### src/rtl/rf_tag_alloc_pkg.sv
// rf_tag_alloc_pkg: shared tag-space constants, tag type and popcount helper for the tag allocator
package rf_tag_alloc_pkg;
    localparam int TAG_W = 6;
    localparam int NTAG  = 64;
    localparam int NSLOT = 4;
    localparam int CNT_W = 7;
    typedef logic [TAG_W-1:0] tag_t;
    localparam tag_t TAG_NONE = '0;
    function automatic logic [CNT_W-1:0] count_ones(input logic [NTAG-1:0] v);
        count_ones = '0;
        for (int i = 0; i < NTAG; i++) count_ones = count_ones + CNT_W'(v[i]);
    endfunction
endpackage

### src/rtl/rf_tag_pick.sv
// rf_tag_pick: lowest set bit of a tag bitmap (bit 0 absent), tag 0 when empty
module rf_tag_pick
    import rf_tag_alloc_pkg::*;
(
    input  logic [NTAG-1:1] vec,
    output tag_t            tag,
    output logic            found
);
    always_comb begin
        tag = TAG_NONE;
        for (int i = NTAG - 1; i >= 1; i--) if (vec[i]) tag = tag_t'(i);
    end
    assign found = |vec;
endmodule

### src/rtl/rf_tag_alloc.sv
// rf_tag_alloc: hands out up to four rename tags per cycle and reclaims up to two.
// Optional checker enabled by RF_TAG_ALLOC_CHECK_EN drives the sticky err flag.
module rf_tag_alloc
    import rf_tag_alloc_pkg::*;
(
    input  logic             clk,
    input  logic             reset,
    input  logic             flush,
    input  logic [NSLOT-1:0] alloc_req,
    output logic [NSLOT-1:0] alloc_gnt,
    output tag_t             alloc_tag1,
    output tag_t             alloc_tag2,
    output tag_t             alloc_tag3,
    output tag_t             alloc_tag4,
    output logic             stall,
    input  logic             rel1,
    input  logic             rel2,
    input  tag_t             rel_tag1,
    input  tag_t             rel_tag2,
    output logic [CNT_W-1:0] free_cnt,
    output logic             err
);
    logic [NTAG-1:1]              free_map;
    logic [NTAG-1:1]              nxt_map;
    logic [NSLOT-1:0][NTAG-1:1]   mask;
    tag_t [NSLOT-1:0]             cand;
    logic [NSLOT-1:0]             found;
    logic [CNT_W-1:0]             n_req;
    logic [CNT_W-1:0]             cnt_nxt;
    logic                         legal;
    logic                         grant_ok;
    logic                         r1;
    logic                         r2;

    // each stage sees the previous stage's bitmap with its lowest free tag removed
    genvar g;
    for (g = 0; g < NSLOT; g++) begin : g_pick
        if (g == 0) begin : g_head
            assign mask[g] = free_map;
        end else begin : g_link
            assign mask[g] = mask[g-1] & (mask[g-1] - 1'b1);
        end
        rf_tag_pick u_pick (.vec(mask[g]), .tag(cand[g]), .found(found[g]));
    end

    assign alloc_tag1 = cand[0];
    assign alloc_tag2 = cand[1];
    assign alloc_tag3 = cand[2];
    assign alloc_tag4 = cand[3];

    assign legal     = alloc_req inside {4'b0000, 4'b0001, 4'b0011, 4'b0111, 4'b1111};
    assign n_req     = count_ones(NTAG'(alloc_req));
    assign grant_ok  = !flush && legal && (n_req <= free_cnt);
    assign alloc_gnt = grant_ok ? alloc_req : '0;
    assign stall     = (|alloc_req) && !grant_ok;

    assign r1 = rel1 && (rel_tag1 != TAG_NONE);
    assign r2 = rel2 && (rel_tag2 != TAG_NONE) && !(r1 && (rel_tag2 == rel_tag1));

    always_comb begin
        nxt_map = free_map;
        for (int i = 0; i < NSLOT; i++) if (alloc_gnt[i] && found[i]) nxt_map[cand[i]] = 1'b0;
        if (r1) nxt_map[rel_tag1] = 1'b1;
        if (r2) nxt_map[rel_tag2] = 1'b1;
    end

    assign cnt_nxt = free_cnt - (grant_ok ? n_req : '0) + CNT_W'(r1) + CNT_W'(r2);

    always_ff @(posedge clk or negedge reset) begin
        if (!reset) begin
            free_map <= '1;
            free_cnt <= CNT_W'(NTAG - 1);
        end else if (flush) begin
            free_map <= '1;
            free_cnt <= CNT_W'(NTAG - 1);
        end else begin
            free_map <= nxt_map;
            free_cnt <= cnt_nxt;
        end
    end

`ifdef RF_TAG_ALLOC_CHECK_EN
    logic err_set;
    logic err_q;
    assign err_set = (rel1 && (rel_tag1 == TAG_NONE || free_map[rel_tag1]))
                  || (rel2 && (rel_tag2 == TAG_NONE || free_map[rel_tag2]))
                  || !legal
                  || (free_cnt != count_ones({free_map, 1'b0}));
    always_ff @(posedge clk or negedge reset) begin
        if (!reset) err_q <= 1'b0;
        else if (err_set) err_q <= 1'b1;
    end
    assign err = err_q;
`else
    assign err = 1'b0;
`endif
endmodule

### config.mk
export PLATFORM = sky130hd
export DESIGN_NAME = rf_tag_alloc
export DESIGN_NICKNAME = d
export VERILOG_FILES = /design/src/rtl/rf_tag_alloc_pkg.sv /design/src/rtl/rf_tag_pick.sv /design/src/rtl/rf_tag_alloc.sv
export SDC_FILE = /design/constraint.sdc
export NUM_CORES = 1
export LEC_CHECK = 0
export ABC_AREA = 1
export CAP_MARGIN = 10
export CORE_MARGIN = 2
export CORE_UTILIZATION = 40
export CTS_CLUSTER_DIAMETER = 120
export CTS_CLUSTER_SIZE = 25
export DETAILED_ROUTE_END_ITERATION = 8
export DONT_BUFFER_PORTS = 1
export SLEW_MARGIN = 20
export SYNTH_ARGS = -nofsm -noshare
export SYNTH_HDL_FRONTEND = slang
export SYNTH_SLANG_ARGS = --single-unit
### constraint.sdc
create_clock -name clk -period 5.95 [get_ports clk]
set_input_delay 0.8925 -clock clk [delete_from_list [all_inputs] [get_ports clk]]
set_output_delay 0.8925 -clock clk [all_outputs]
set_load 0.1 [all_outputs]
==> qor.yml <==
clock_network:
  clk_latency_ps: 350
  ctsHoldBuffers: 0
  cts_root_buffer: "clkbuf_16"
  htree_levels: 3
  clkTransAtPathRegs_ps: 60
  clock_sinks: 70
  cts_made_buffers: 9
  max-clock-path-buffers: 2
  cts_tree: "done"
finish:
  instances_no_fill: 3664
  regArea_mm2: 0.001838
  nNetsFinal: 3301
  num_antenna_cells: 0
  area_growth_pct: 65.22
  finalInstanceArea_mm2: 0.02144
  utilization_pct: 67.60
  drive_above_1_share_pct: 39.45
  n_fill_cell: 2922
  multi_input_area_mm2: 0.01127
global_route:
  grt_pass1_wl_mm: 103.7
  grt_antenna_before_repair: 0
  grt_overflow: 0
  grt_start_max_net_pins: 71
  grt_usage_pct: 39.87
  grt_pass1_vias: 19070
placement:
  place_area_mm2: 0.01831
  port-buffer-count: 0
  place.gp.congestion: 1.073
  place_hpwl_mm: 56.54
  dp_cells: 3535
  pre_cts_ws_ps: -1664
worst_setup_path:
  path_class: "flip-flop to primary output"
  rr_worst_depth: 86
  timing.rr.end: "free_map[9]"
  worstPathRequired_ps: 5060
  cp.arrival_ps: 6780
  worstSetupEndpoint: "alloc_tag4[0]"
  cpPeakStageDelay_ps: 410
  worstSetupStartpoint: "free_map[12]"
  cp-start-kind: "flip-flop"
  r2r_slack_ps: -1170
  crit_fanout: 6
  worst_path_most_repeated_cell: "nand2_1"
  r2r-start: "free_map[12]"
  crit_slowest_cell: "dfstp_2"
  crit_path_end_kind: "primary output"
timing:
  skew_ps: 14.28
  max_freq_ghz: 0.1303
  rsz0062_at_grt: "true"
  worst_slack_ps: -1726
  setup_viol: 71
  slew_viol_final: 0
  layout_min_cycle_time_ps: 7676
  min_period_over_period_pct: 129.0
  fin_hold_ws_ps: 260.7
  maxSlewHeadroom_pct: 26.60
  worstMarginPinSlew_ps: 1100
  finalHoldViolCount: 0
synthesis:
  synth_ff_type: "dfstp_2"
  ys_seq_area_share_pct: 14.16
  synth_cells: 2551
  yosysWarnings: 0
  synth_top_family_by_area: "simple AND/OR/NAND/NOR gates"
  synth_edf_count: 0
  synth_fp_nets: 2594
  syn_area_per_cell_um2: 5.087
  synth_xor_area_share_pct: 0.06749
  yosys.area_share.simple_pct: 52.63
  synth_compound_area_share_pct: 17.09
  post_synth_num_cell_types: 48
  ys_ff_latch: 70
  yosys.area_share.adder_pct: 2.295
  synth_area_mm2: 0.01298
  synthArstFlopShare_pct: 100.0
  muxShareOfSynthArea_pct: 0
outcome:
  violations: "setup timing"
  status: "complete, but fails checks"
floorplanning:
  die_x_um: 184.1
  design.die.area_mm2: 0.03390
  ios: 58
  die_y_um: 184.1
  rows: 65
  start_util_pct: 40.92
  core_mm2: 0.03172
route:
  totalWireLength_mm: 71.27
  vias: 20310
  wl_per_cell_um: 19.45
  ant_nets: 0
  drc: 0
  vias_per_cell: 5.544
  firstDrtPassIters: 8
  first_iter_violations: 1674
power:
  power_per_cell_area_mw_per_mm2: 84.82
  ir_worst_vdd_mv: 0.4625
  leakage_uw: 0.01050
run:
  max_cap_viol_count: 0
min_path:
  hold_class: "input pin to asynchronous set/reset pin"
==> per-stage QoR <==
step | power (µW) | setup TNS, ps
6_report | 1819 | -75360
5_1_grt | 1886 | -116420
4_1_cts | 1796 | -57250
3_5_place_dp | 1181 | -73710
3_3_place_gp | 1167 | -79160
2_1_floorplan | 1022 | -607.0
==> power breakdown <==
group | switching (µW) | internal, µW | total [µW] | leakage [µW]
logic | 350 | 191 | 541 | 0.00961
clock network | 228 | 378 | 606 | 0.000159
registers | 156 | 515 | 671 | 0.000739
total | 734 | 1080 | 1820 | 0.0105
==> Yosys cell counts, types with 3 or more instances <==
cell type | count | area, µm²
nand2_4 | 4 | 45.04
and2_1 | 4 | 25.02
o21ai_0 | 76 | 380.4
o311ai_0 | 3 | 26.28
a221oi_1 | 8 | 70.07
nand3_1 | 128 | 640.6
o21a_1 | 8 | 60.06
o21ai_1 | 17 | 85.08
a31oi_1 | 19 | 118.9
dfstp_2 | 69 | 1813
o221ai_1 | 42 | 367.9
nor2_2 | 22 | 137.6
or2_2 | 9 | 56.30
a21boi_0 | 6 | 45.04
nand2_1 | 929 | 3487
nor2_4 | 10 | 112.6
clkinv_1 | 5 | 18.77
inv_2 | 10 | 37.54
nor2_1 | 406 | 1524
nand3_2 | 3 | 30.03
a21oi_1 | 101 | 505.5
o21bai_1 | 22 | 165.2
clkbuf_1 | 17 | 63.81
buf_4 | 5 | 37.54
nand2_2 | 10 | 62.56
nor4_1 | 5 | 31.28
o31ai_1 | 3 | 22.52
o2111ai_1 | 14 | 122.6
inv_1 | 420 | 1577
ha_1 | 19 | 237.7
nand4_1 | 69 | 431.7
o22ai_1 | 3 | 18.77
nor3_1 | 39 | 195.2
fa_1 | 3 | 60.06
o211ai_1 | 23 | 172.7
buf_6 | 3 | 33.78
==> worst max-delay path: cells and delay by family, from the launching register on <==
family / cells / cell delay [ps]
AND/OR/NAND/NOR: 75 / 5340
buffers and inverters: 4 / 500
flip-flops: 1 / 410
AO/OA/AOI/OAI: 1 / 180
==> per-layer routing <==
layer	wire, µm	vias to the layer above	global-route usage, %	part of all wire [%]
li1	-	9565	-	-
met1	28470	9430	49.44	40
met2	32800	1059	68.68	46
met3	5666	260	5.355	7.9
met4	4337	0	18.08	6.1
met5	0	-	0	0
==> cell usage in the layout (no fill, tap or decap), types with 68 or more instances in the layout <==
cell type / instances
nand2_2: 141
nand2_1: 756
nand3_1: 95
inv_1: 404
dfstp_2: 69
o21ai_0: 68
nand4_1: 69
nor2_4: 78
nor2_1: 264
buf_4: 674
a21oi_1: 89
nor2_2: 97
==> kinds of logic (layout without fill, tap and decap cells) <==
kind of cell,Yosys count,in the layout
and+or+nand+nor,1643,1644
buffers and inverters,463,1173
AOI/OAI and AO/OA,351,351
DFF,70,70
adders and majority gates,22,22
other,1,1
xor gates and xnor gates,1,1
==> timing repair <==
item / CTS / global route
endpoints found under the setup margin: 72 / 74
buffers inserted: 71 / 40
gates resized for setup: 256 / 289
gates cloned: 1 / 2
pin swaps: 74 / 107
==> worst min path at each step <==
| stage | end | slack, ps | cells after the start |
|---|---|---|---|
| floorplan | free_map[63] | 550 | 4 |
| global placement | free_cnt[6] | 610 | 0 |
| detailed placement | free_cnt[6] | 610 | 0 |
| CTS | free_cnt[6] | 240 | 0 |
| global route | free_cnt[6] | 240 | 0 |
| finish | free_cnt[6] | 260 | 0 |
==> sequential cells by signal, indices dropped and copies added (netlist names) <==
| name | cells |
|---|---|
| free_cnt | 7 |
| free_map | 63 |
==> cell type report <==
type,count,share of cell area [%]
inverter,435,7.644
tap,402,2.346
sequential,70,8.572
timing repair buffer,723,27.40
clock buffer,10,1.115
clock inverter,5,0.3851
multi-input combinational,2019,52.54
No activity file was read; power rests on OpenSTA's default activity.
